===== src/rtl/vl_strip_ctrl.sv =====
// vsetvl / strip-mining controller: decodes SEW/LMUL/AVL into vl/vtype and,
// in strip mode, hands out one strip of at most VLMAX elements per handshake.
module vl_strip_ctrl #(
  parameter int VLEN     = 128,
  parameter int ELEN     = 64,
  parameter int MAX_LMUL = 4,
  parameter int AVL_W    = 9,
  localparam int VL_W    = $clog2(VLEN * (1 << MAX_LMUL) / 8) + 1
) (
  input  logic             clk,
  input  logic             rst,
  input  logic             req_valid,
  output logic             req_ready,
  input  logic [2:0]       req_sew,
  input  logic [2:0]       req_lmul,
  input  logic [AVL_W-1:0] req_avl,
  input  logic             req_strip,
  input  logic             abort,
  output logic             strip_valid,
  input  logic             strip_ready,
  output logic [VL_W-1:0]  strip_vl,
  output logic [AVL_W-1:0] strip_idx,
  output logic             strip_last,
  output logic             done,
  output logic             aborted,
  output logic [VL_W-1:0]  csr_vl,
  output logic [5:0]       csr_vtype,
  output logic             vill
);

  localparam int CMP_W = (AVL_W > VL_W) ? AVL_W : VL_W;

  typedef enum logic [1:0] {
    S_IDLE  = 2'd0,
    S_CALC  = 2'd1,
    S_STRIP = 2'd2
  } state_t;

  state_t           r_state;
  logic [2:0]       r_sew;
  logic [2:0]       r_lmul;
  logic [AVL_W-1:0] r_avl;
  logic             r_strip;
  logic [AVL_W-1:0] r_rem;
  logic [VL_W-1:0]  r_vlmax;
  logic             r_req_ready;
  logic             r_strip_valid;
  logic [VL_W-1:0]  r_strip_vl;
  logic [AVL_W-1:0] r_strip_idx;
  logic             r_strip_last;
  logic             r_done;
  logic             r_aborted;
  logic [VL_W-1:0]  r_csr_vl;
  logic [5:0]       r_csr_vtype;
  logic             r_vill;

  logic [31:0]      w_esz;
  logic [31:0]      w_vlmax_full;
  logic             w_legal;
  logic [VL_W-1:0]  w_vlmax;
  logic [VL_W-1:0]  w_vl;
  logic             w_first_last;
  logic [CMP_W-1:0] w_avl_c;
  logic [CMP_W-1:0] w_vlmax_c;
  logic [AVL_W-1:0] w_nrem;
  logic [CMP_W-1:0] w_nrem_c;
  logic [CMP_W-1:0] w_rvmax_c;
  logic [VL_W-1:0]  w_nvl;
  logic             w_nlast;

  // Legality/VLMAX of the latched request, and the next strip after a handshake.
  always_comb begin
    w_esz        = 32'd8 << r_sew;
    w_legal      = (r_sew <= 3'd4) && (w_esz <= 32'(ELEN)) && (w_esz <= 32'(VLEN)) &&
                   ({29'd0, r_lmul} <= 32'(MAX_LMUL));
    w_vlmax_full = (32'(VLEN) >> (32'd3 + {29'd0, r_sew})) << r_lmul;
    w_vlmax      = w_vlmax_full[VL_W-1:0];
    w_avl_c      = CMP_W'(r_avl);
    w_vlmax_c    = CMP_W'(w_vlmax);
    w_vl         = (w_avl_c < w_vlmax_c) ? VL_W'(w_avl_c) : w_vlmax;
    w_first_last = (w_avl_c <= w_vlmax_c);
    w_nrem       = r_rem - AVL_W'(r_strip_vl);
    w_nrem_c     = CMP_W'(w_nrem);
    w_rvmax_c    = CMP_W'(r_vlmax);
    w_nvl        = (w_nrem_c < w_rvmax_c) ? VL_W'(w_nrem_c) : r_vlmax;
    w_nlast      = (w_nrem_c <= w_rvmax_c);
  end

  always_ff @(posedge clk) begin
    if (rst) begin
      r_state       <= S_IDLE;
      r_sew         <= 3'd0;
      r_lmul        <= 3'd0;
      r_avl         <= '0;
      r_strip       <= 1'b0;
      r_rem         <= '0;
      r_vlmax       <= '0;
      r_req_ready   <= 1'b1;
      r_strip_valid <= 1'b0;
      r_strip_vl    <= '0;
      r_strip_idx   <= '0;
      r_strip_last  <= 1'b0;
      r_done        <= 1'b0;
      r_aborted     <= 1'b0;
      r_csr_vl      <= '0;
      r_csr_vtype   <= 6'd0;
      r_vill        <= 1'b1;
    end else begin
      r_done    <= 1'b0;
      r_aborted <= 1'b0;
      case (r_state)
        S_IDLE: begin
          if (req_valid) begin
            r_sew       <= req_sew;
            r_lmul      <= req_lmul;
            r_avl       <= req_avl;
            r_strip     <= req_strip;
            r_req_ready <= 1'b0;
            r_state     <= S_CALC;
          end
        end
        S_CALC: begin
          r_csr_vtype <= {r_lmul, r_sew};
          if (!w_legal) begin
            r_vill      <= 1'b1;
            r_csr_vl    <= '0;
            r_done      <= 1'b1;
            r_req_ready <= 1'b1;
            r_state     <= S_IDLE;
          end else begin
            r_vill   <= 1'b0;
            r_csr_vl <= w_vl;
            r_vlmax  <= w_vlmax;
            if (!r_strip || (r_avl == '0)) begin
              r_done      <= 1'b1;
              r_req_ready <= 1'b1;
              r_state     <= S_IDLE;
            end else begin
              r_rem         <= r_avl;
              r_strip_idx   <= '0;
              r_strip_vl    <= w_vl;
              r_strip_last  <= w_first_last;
              r_strip_valid <= 1'b1;
              r_state       <= S_STRIP;
            end
          end
        end
        S_STRIP: begin
          // Abort beats a same-cycle handshake: the offered strip is dropped uncounted.
          if (abort) begin
            r_strip_valid <= 1'b0;
            r_done        <= 1'b1;
            r_aborted     <= 1'b1;
            r_req_ready   <= 1'b1;
            r_state       <= S_IDLE;
          end else if (strip_ready) begin
            r_rem       <= w_nrem;
            r_strip_idx <= r_strip_idx + 1'b1;
            if (r_strip_last) begin
              r_strip_valid <= 1'b0;
              r_done        <= 1'b1;
              r_req_ready   <= 1'b1;
              r_state       <= S_IDLE;
            end else begin
              r_strip_vl   <= w_nvl;
              r_strip_last <= w_nlast;
            end
          end
        end
        default: begin
          r_strip_valid <= 1'b0;
          r_req_ready   <= 1'b1;
          r_state       <= S_IDLE;
        end
      endcase
    end
  end

  assign req_ready   = r_req_ready;
  assign strip_valid = r_strip_valid;
  assign strip_vl    = r_strip_vl;
  assign strip_idx   = r_strip_idx;
  assign strip_last  = r_strip_last;
  assign done        = r_done;
  assign aborted     = r_aborted;
  assign csr_vl      = r_csr_vl;
  assign csr_vtype   = r_csr_vtype;
  assign vill        = r_vill;

endmodule

===== config.mk =====
export PLATFORM = sky130hd
export DESIGN_NAME = vl_strip_ctrl
export DESIGN_NICKNAME = d
export VERILOG_FILES = /design/src/rtl/vl_strip_ctrl.sv
export SDC_FILE = /design/constraint.sdc
export NUM_CORES = 1
export LEC_CHECK = 0
export ABC_AREA = 1
export CAP_MARGIN = 20
export CORE_UTILIZATION = 50
export DETAILED_ROUTE_END_ITERATION = 16
export PLACE_DENSITY = 0.79
export SYNTH_ARGS = -nofsm -noshare
export SYNTH_HDL_FRONTEND = slang
export SYNTH_SLANG_ARGS = --single-unit

===== constraint.sdc =====
create_clock -name clk -period 7.3 [get_ports clk]
set_clock_uncertainty 0.2 [all_clocks]
set_input_delay 1.825 -clock clk [delete_from_list [all_inputs] [get_ports clk]]
set_output_delay 1.825 -clock clk [all_outputs]
set_load 0.05 [all_outputs]

==> impl_metrics.toml, run 1 <==
[min_path]
hold_path_class = "register to register"

[power_and_ir_drop]
ir_worst_vdd_mv = 0.175
power_density_nw_per_um2 = 382
power_leakage_nw = 2.40

[floorplan]
die_w_um = 98.2
rows = 34
floorplan.initialDensity_pct = 52.3
die-area_um2 = 9640
die_y_um = 98.2
ioPinCount = 60
core_area_um2 = 8850

[global_route]
grt_max_degree = 40
overflow = 0
grt_pass1_wl_um = 21000
first_global_vias = 4361
antenna_found_initial = 0
grt_use_total_pct = 27.6

[worst_setup_path]
crit_type = "register to output port"
cp_data_arrival_time_ns = 1.67
startpoint_type = "register"
end_kind = "output port"
path_buf_inv = 1
critPathMaxStageDelay_ns = 0.86
crit_chain = "clkdlybuf4s50_1"
required_ns = 5.28
slowest_stage = "clkdlybuf4s50_1"
crit_fanout = 4
crit_family = "buffers and inverters"

[synth]
yosys_warnings = 0
synth_seq_cells = 75
yosysSeqAreaShare_pct = 32.4
syn_area_per_cell_um2 = 6.73
synth_enable_flop_cells = 0
postSynthCellCount = 687
synth_top_flop_cell = "dfxtp_1"
async_flop_share_pct = 0
yosys.area.top_type = "dfxtp_1"
synth_top_area_share_pct = 32.4
syn_area_um2 = 4630
yosysUniqueCellTypes = 43
synth_nets = 740
synth_area_leaders = "dfxtp_1 (32%), nand2_1 (14%), ha_1 (8.4%)"

[clock_tree]
clk_transition_reported_paths_ns = 0.07
clock_path_buffers = 2
postCtsHoldBufs = 0
cts_setup_buffers = 0
cts_resized = 0
cts_buffers = 9
htreeDepth = 3
cts_sinks = 75
cts_root_buf = "clkbuf_8"
clk_latency_ns = 0.35
cts_tree = "yes"

[timing]
finalCriticalPeriod_ns = 3.69
tns_ns = 0
rsz0062_at_grt = "false"
tightest_slew_ns = 0.891
relSlewSlack_pct = 40.5
hold_violations = 0
setup_viol = 0
clock.fmax_mhz = 271
timing.final.crit_share_pct = 50.6
slew_violations = 0
layout_setup_ws_ns = 3.61

[run_status]
status = "finished, final reports clean"

[drt]
post-route-drc-count = 0
drtIter0Drc = 389
firstDrtPassIters = 7
ant_nets = 0
postRouteWirelength_um = 12700
wl_per_cell_um = 15.1
via_per_inst = 5.50
via_count = 4646

[placement]
dpl.hpwl_um = 9740
gp_congestion = 0.930
port_buffers = 59
post-place-ws_ns = 3.28

[cells_and_area]
antenna_cells = 0
nFillCells = 846
regArea_um2 = 1500
drive_gt1_share_pct = 5.83
final_nets = 786
multi_input_area_um2 = 2590
syn_to_final_growth_pct = 17.7
final_cell_mix = "nand2_1 (176), inv_1 (97), dfxtp_1 (75)"
final_common_cell = "nand2_1"

[run]
drv_cap = 0
cells in the mapped netlist (2+ instances only):
cell type  number
nor2_1         34
and2_1          2
nand3_2         4
buf_2           5
dfxtp_1        75
a21oi_2         8
nand4_1        11
o211ai_1        7
xnor2_1         2
a21oi_4         2
nand3b_1        3
nand3_1        72
inv_1          97
clkbuf_1       16
a21oi_1        62
xor2_1          7
ha_1           31
o21ai_1         2
inv_2           3
nand2_1       176
o21ai_0        37
buf_4           2
nor3_1          9
logic make-up after synthesis:
logic type,synth area share [%]
compound gates,15.3
buf+inv,11.5
xor+xnor,1.70
fa+ha+maj,8.82
simple gates,30.2
flops,32.4
metrics by stage:
stage | utilization (%) | instance area, um^2 | cells | total power, W | hold slack (ns)
floorplan | - | 4630 | 687 | 0.00142 | 0.240
global placement | 59.2 | 5240 | 830 | 0.00169 | 0.252
detailed placement | 59.2 | 5240 | 830 | 0.00173 | 0.257
CTS | 61.5 | 5440 | 845 | 0.00208 | 0.267
global route | 61.5 | 5440 | 845 | 0.00226 | 0.291
finish | 61.5 | 5440 | 845 | 0.00208 | 0.270
path summary, 6_finish.rpt:
kind              slack (ns)  cells past startpoint           to   startpoint
setup / recovery        3.61                      1   strip_last   strip_last
hold / removal          0.27                      2      r_strip      r_strip
setup reg to reg        3.61                     20  strip_vl[8]  strip_vl[0]
hold reg to reg         0.27                      2      r_strip      r_strip
power breakdown:
group	leakage (nW)	switching, W	total [W]	internal, W
clock	0.106	0.000157	0.000347	0.000190
sequential	0.614	0.0000539	0.000531	0.000477
combinational	1.68	0.000824	0.00120	0.000375
total	2.40	0.00104	0.00208	0.00104
layout make-up:
type                    count  area share (%)
flip-flops and latches     75            27.6
repair buffers             61            11.1
clock buffers              10            2.34
well taps                 108            2.48
inverters                 104            7.40
clock inverters             5            1.45
multi-input cells         482            47.6
worst reg2reg max path, cell delays in order (launching register included):
cell      delay, ns
dfxtp_1        0.41
ha_1           0.17
inv_1          0.08
fa_1           0.45
nand2_1        0.10
nand2_1        0.08
nand2_1        0.10
nand3b_1       0.08
nand2_1        0.14
inv_1          0.06
ha_1           0.31
nand2_1        0.09
nor2_1         0.16
nand4_1        0.11
nand3_1        0.33
clkinv_1       0.33
nand2_1        0.14
nand3_1        0.10
nand3_1        0.10
nand2_1        0.06
inv_1          0.05
registers in the layout (all words and copies together), names as in the netlist, 2 cells and up:
name and count:
r_lmul 3, r_vlmax 9, strip_idx 9, r_sew 3, r_avl 9, strip_vl 9
csr_vl 9, r_state 2, csr_vtype 6, r_rem 9
metal layers:
metal	GRT usage, %	wire [um]
met1	36.0	5780
met2	46.6	5990
met3	4.01	617
met4	9.76	340
met5	0	0
Note: power is estimated with default switching activity, not from simulation.
==> run 2: changes to the inputs <==
Clock period 7.3 ns to 3.4 ns, I/O delays scaled along.
==> impl_metrics.toml, run 2 (same netlist as run 1, synthesis figures left out) <==
[clock_tree]
clk_transition_reported_paths_ns = 0.09
clk_latency_ns = 0.35
cts_buffers = 9
clock_path_buffers = 2
cts_sinks = 75
cts_tree = "yes"
cts_root_buf = "clkbuf_8"
htreeDepth = 3
postCtsHoldBufs = 0

[cells_and_area]
antenna_cells = 0
fin_util_pct = 61.9
fin_cells = 852
syn_to_final_growth_pct = 18.4
final_cell_mix = "nand2_1 (176), inv_1 (97), dfxtp_1 (75)"
final_nets = 792
drive_gt1_share_pct = 7.26
final_common_cell = "nand2_1"

[timing]
slew_violations = 0
tightest_slew_ns = 0.603
rsz0062_at_grt = "false"
tns_ns = 0
relSlewSlack_pct = 59.8
hold_violations = 0
setup_viol = 0
fin_hold_ws_ns = 0.265
timing.final.crit_share_pct = 92.6
finalCriticalPeriod_ns = 3.15
clock.fmax_mhz = 318
layout_setup_ws_ns = 0.252

[power_and_ir_drop]
ir_worst_vdd_mv = 0.368
power_leakage_nw = 2.42
power_density_nw_per_um2 = 815

[placement]
dpl.hpwl_um = 9660
dp.cells = 836
port_buffers = 59
gp_congestion = 1.00
post-place-ws_ns = 0.171

[run]
drv_cap = 0

[floorplan]
die-area_um2 = 9640
die_y_um = 98.2
core_area_um2 = 8850
die_w_um = 98.2
rows = 34
floorplan.initialDensity_pct = 52.3
ioPinCount = 60

[run_status]
status = "finished, final reports clean"

[drt]
ant_nets = 0
postRouteWirelength_um = 12800
wl_per_cell_um = 15.0
via_per_inst = 5.44
via_count = 4638
firstDrtPassIters = 7
post-route-drc-count = 0
drtIter0Drc = 421

[global_route]
first_global_vias = 4345
antenna_found_initial = 0
grt_max_degree = 36
grt_pass1_wl_um = 21000
grt_use_total_pct = 27.6
overflow = 0

[worst_setup_path]
cp.depth = 16
end_kind = "register"
critPathMaxStageDelay_ns = 0.34
critPathMostFrequentCell = "nand2_1"
crit_family = "simple AND/OR/NAND/NOR gates"
slowest_stage = "dfxtp_1"
crit_type = "register to register"
worstSetupStartpoint = "r_sew[0]"
r2r_cells = 16
crit_chain = "nor2_1, nand2_1, o21ai_0, nand3_1, nand2_1, inv_1, ha_1, nand2_1, nand2_1, a21oi_2, nand3_2, o21ai_0, nand3_1, nand3_1, nand2_1, inv_1"
required_ns = 3.50
r2r_start = "r_sew[0]"
setup.worst_path.end = "strip_vl[0]"
r2r-end = "strip_vl[0]"
cp_data_arrival_time_ns = 3.25
crit_fanout = 10
path_buf_inv = 2
rrSetupSlack_ns = 0.25
startpoint_type = "register"

[min_path]
hold_path_class = "register to register"
[run 2: area by class of cell]
type	count	area [um^2]
Sequential cell	75	1500
Clock inverter	7	56.3
Inverter	104	403
Multi-Input combinational cell	482	2610
Timing Repair Buffer	67	651
Tap cell	108	135
Fill cell	847	3370
Clock buffer	9	124
[run 2: power breakdown]
group	switching [W]	leakage, nW	internal [W]
Clock	0.000380	0.0910	0.000275
Combinational	0.00181	1.72	0.000862
Sequential	0.000117	0.614	0.00102
[run 2: worst min-delay path by stage]
stage / endpoint / depth (start not counted) / slack, ns / from
2_1_floorplan: r_strip / 2 / 0.24 / r_strip
3_3_place_gp: r_strip / 2 / 0.25 / r_strip
3_5_place_dp: r_strip / 2 / 0.25 / r_strip
4_1_cts: r_strip / 2 / 0.27 / r_strip
5_1_grt: r_strip / 2 / 0.30 / r_strip
6_report: r_strip / 2 / 0.27 / r_strip
[run 2: per-layer routing]
| layer | vias up | wire (um) | track usage [%] |
|---|---|---|---|
| li1 | 2334 | - | - |
| met1 | 2097 | 5670 | 35.9 |
| met2 | 177 | 5940 | 46.4 |
| met3 | 30 | 867 | 4.80 |
| met4 | 0 | 286 | 8.84 |
| met5 | - | 0 | 0 |
[run 2: worst reg2reg max path: stages (launching register included)]
cell	delay, ns
dfxtp_1	0.34
nor2_1	0.26
nand2_1	0.13
o21ai_0	0.24
nand3_1	0.15
nand2_1	0.10
inv_1	0.05
ha_1	0.29
nand2_1	0.06
nand2_1	0.06
a21oi_2	0.31
nand3_2	0.29
o21ai_0	0.21
nand3_1	0.19
nand3_1	0.13
nand2_1	0.05
inv_1	0.04
[run 2: timing repair]
action                                 in CTS  in global routing
endpoints found under the hold margin       0                  0
buffers inserted                            0                  0
setup endpoints to repair                   0                  9
resized for setup                           0                  4
[run 2: per-stage QoR]
step / cell area [um^2] / total power, W
2_1_floorplan: 4630 / 0.00304
3_3_place_gp: 5280 / 0.00368
3_5_place_dp: 5280 / 0.00373
4_1_cts: 5460 / 0.00439
5_1_grt: 5480 / 0.00483
6_report: 5480 / 0.00447
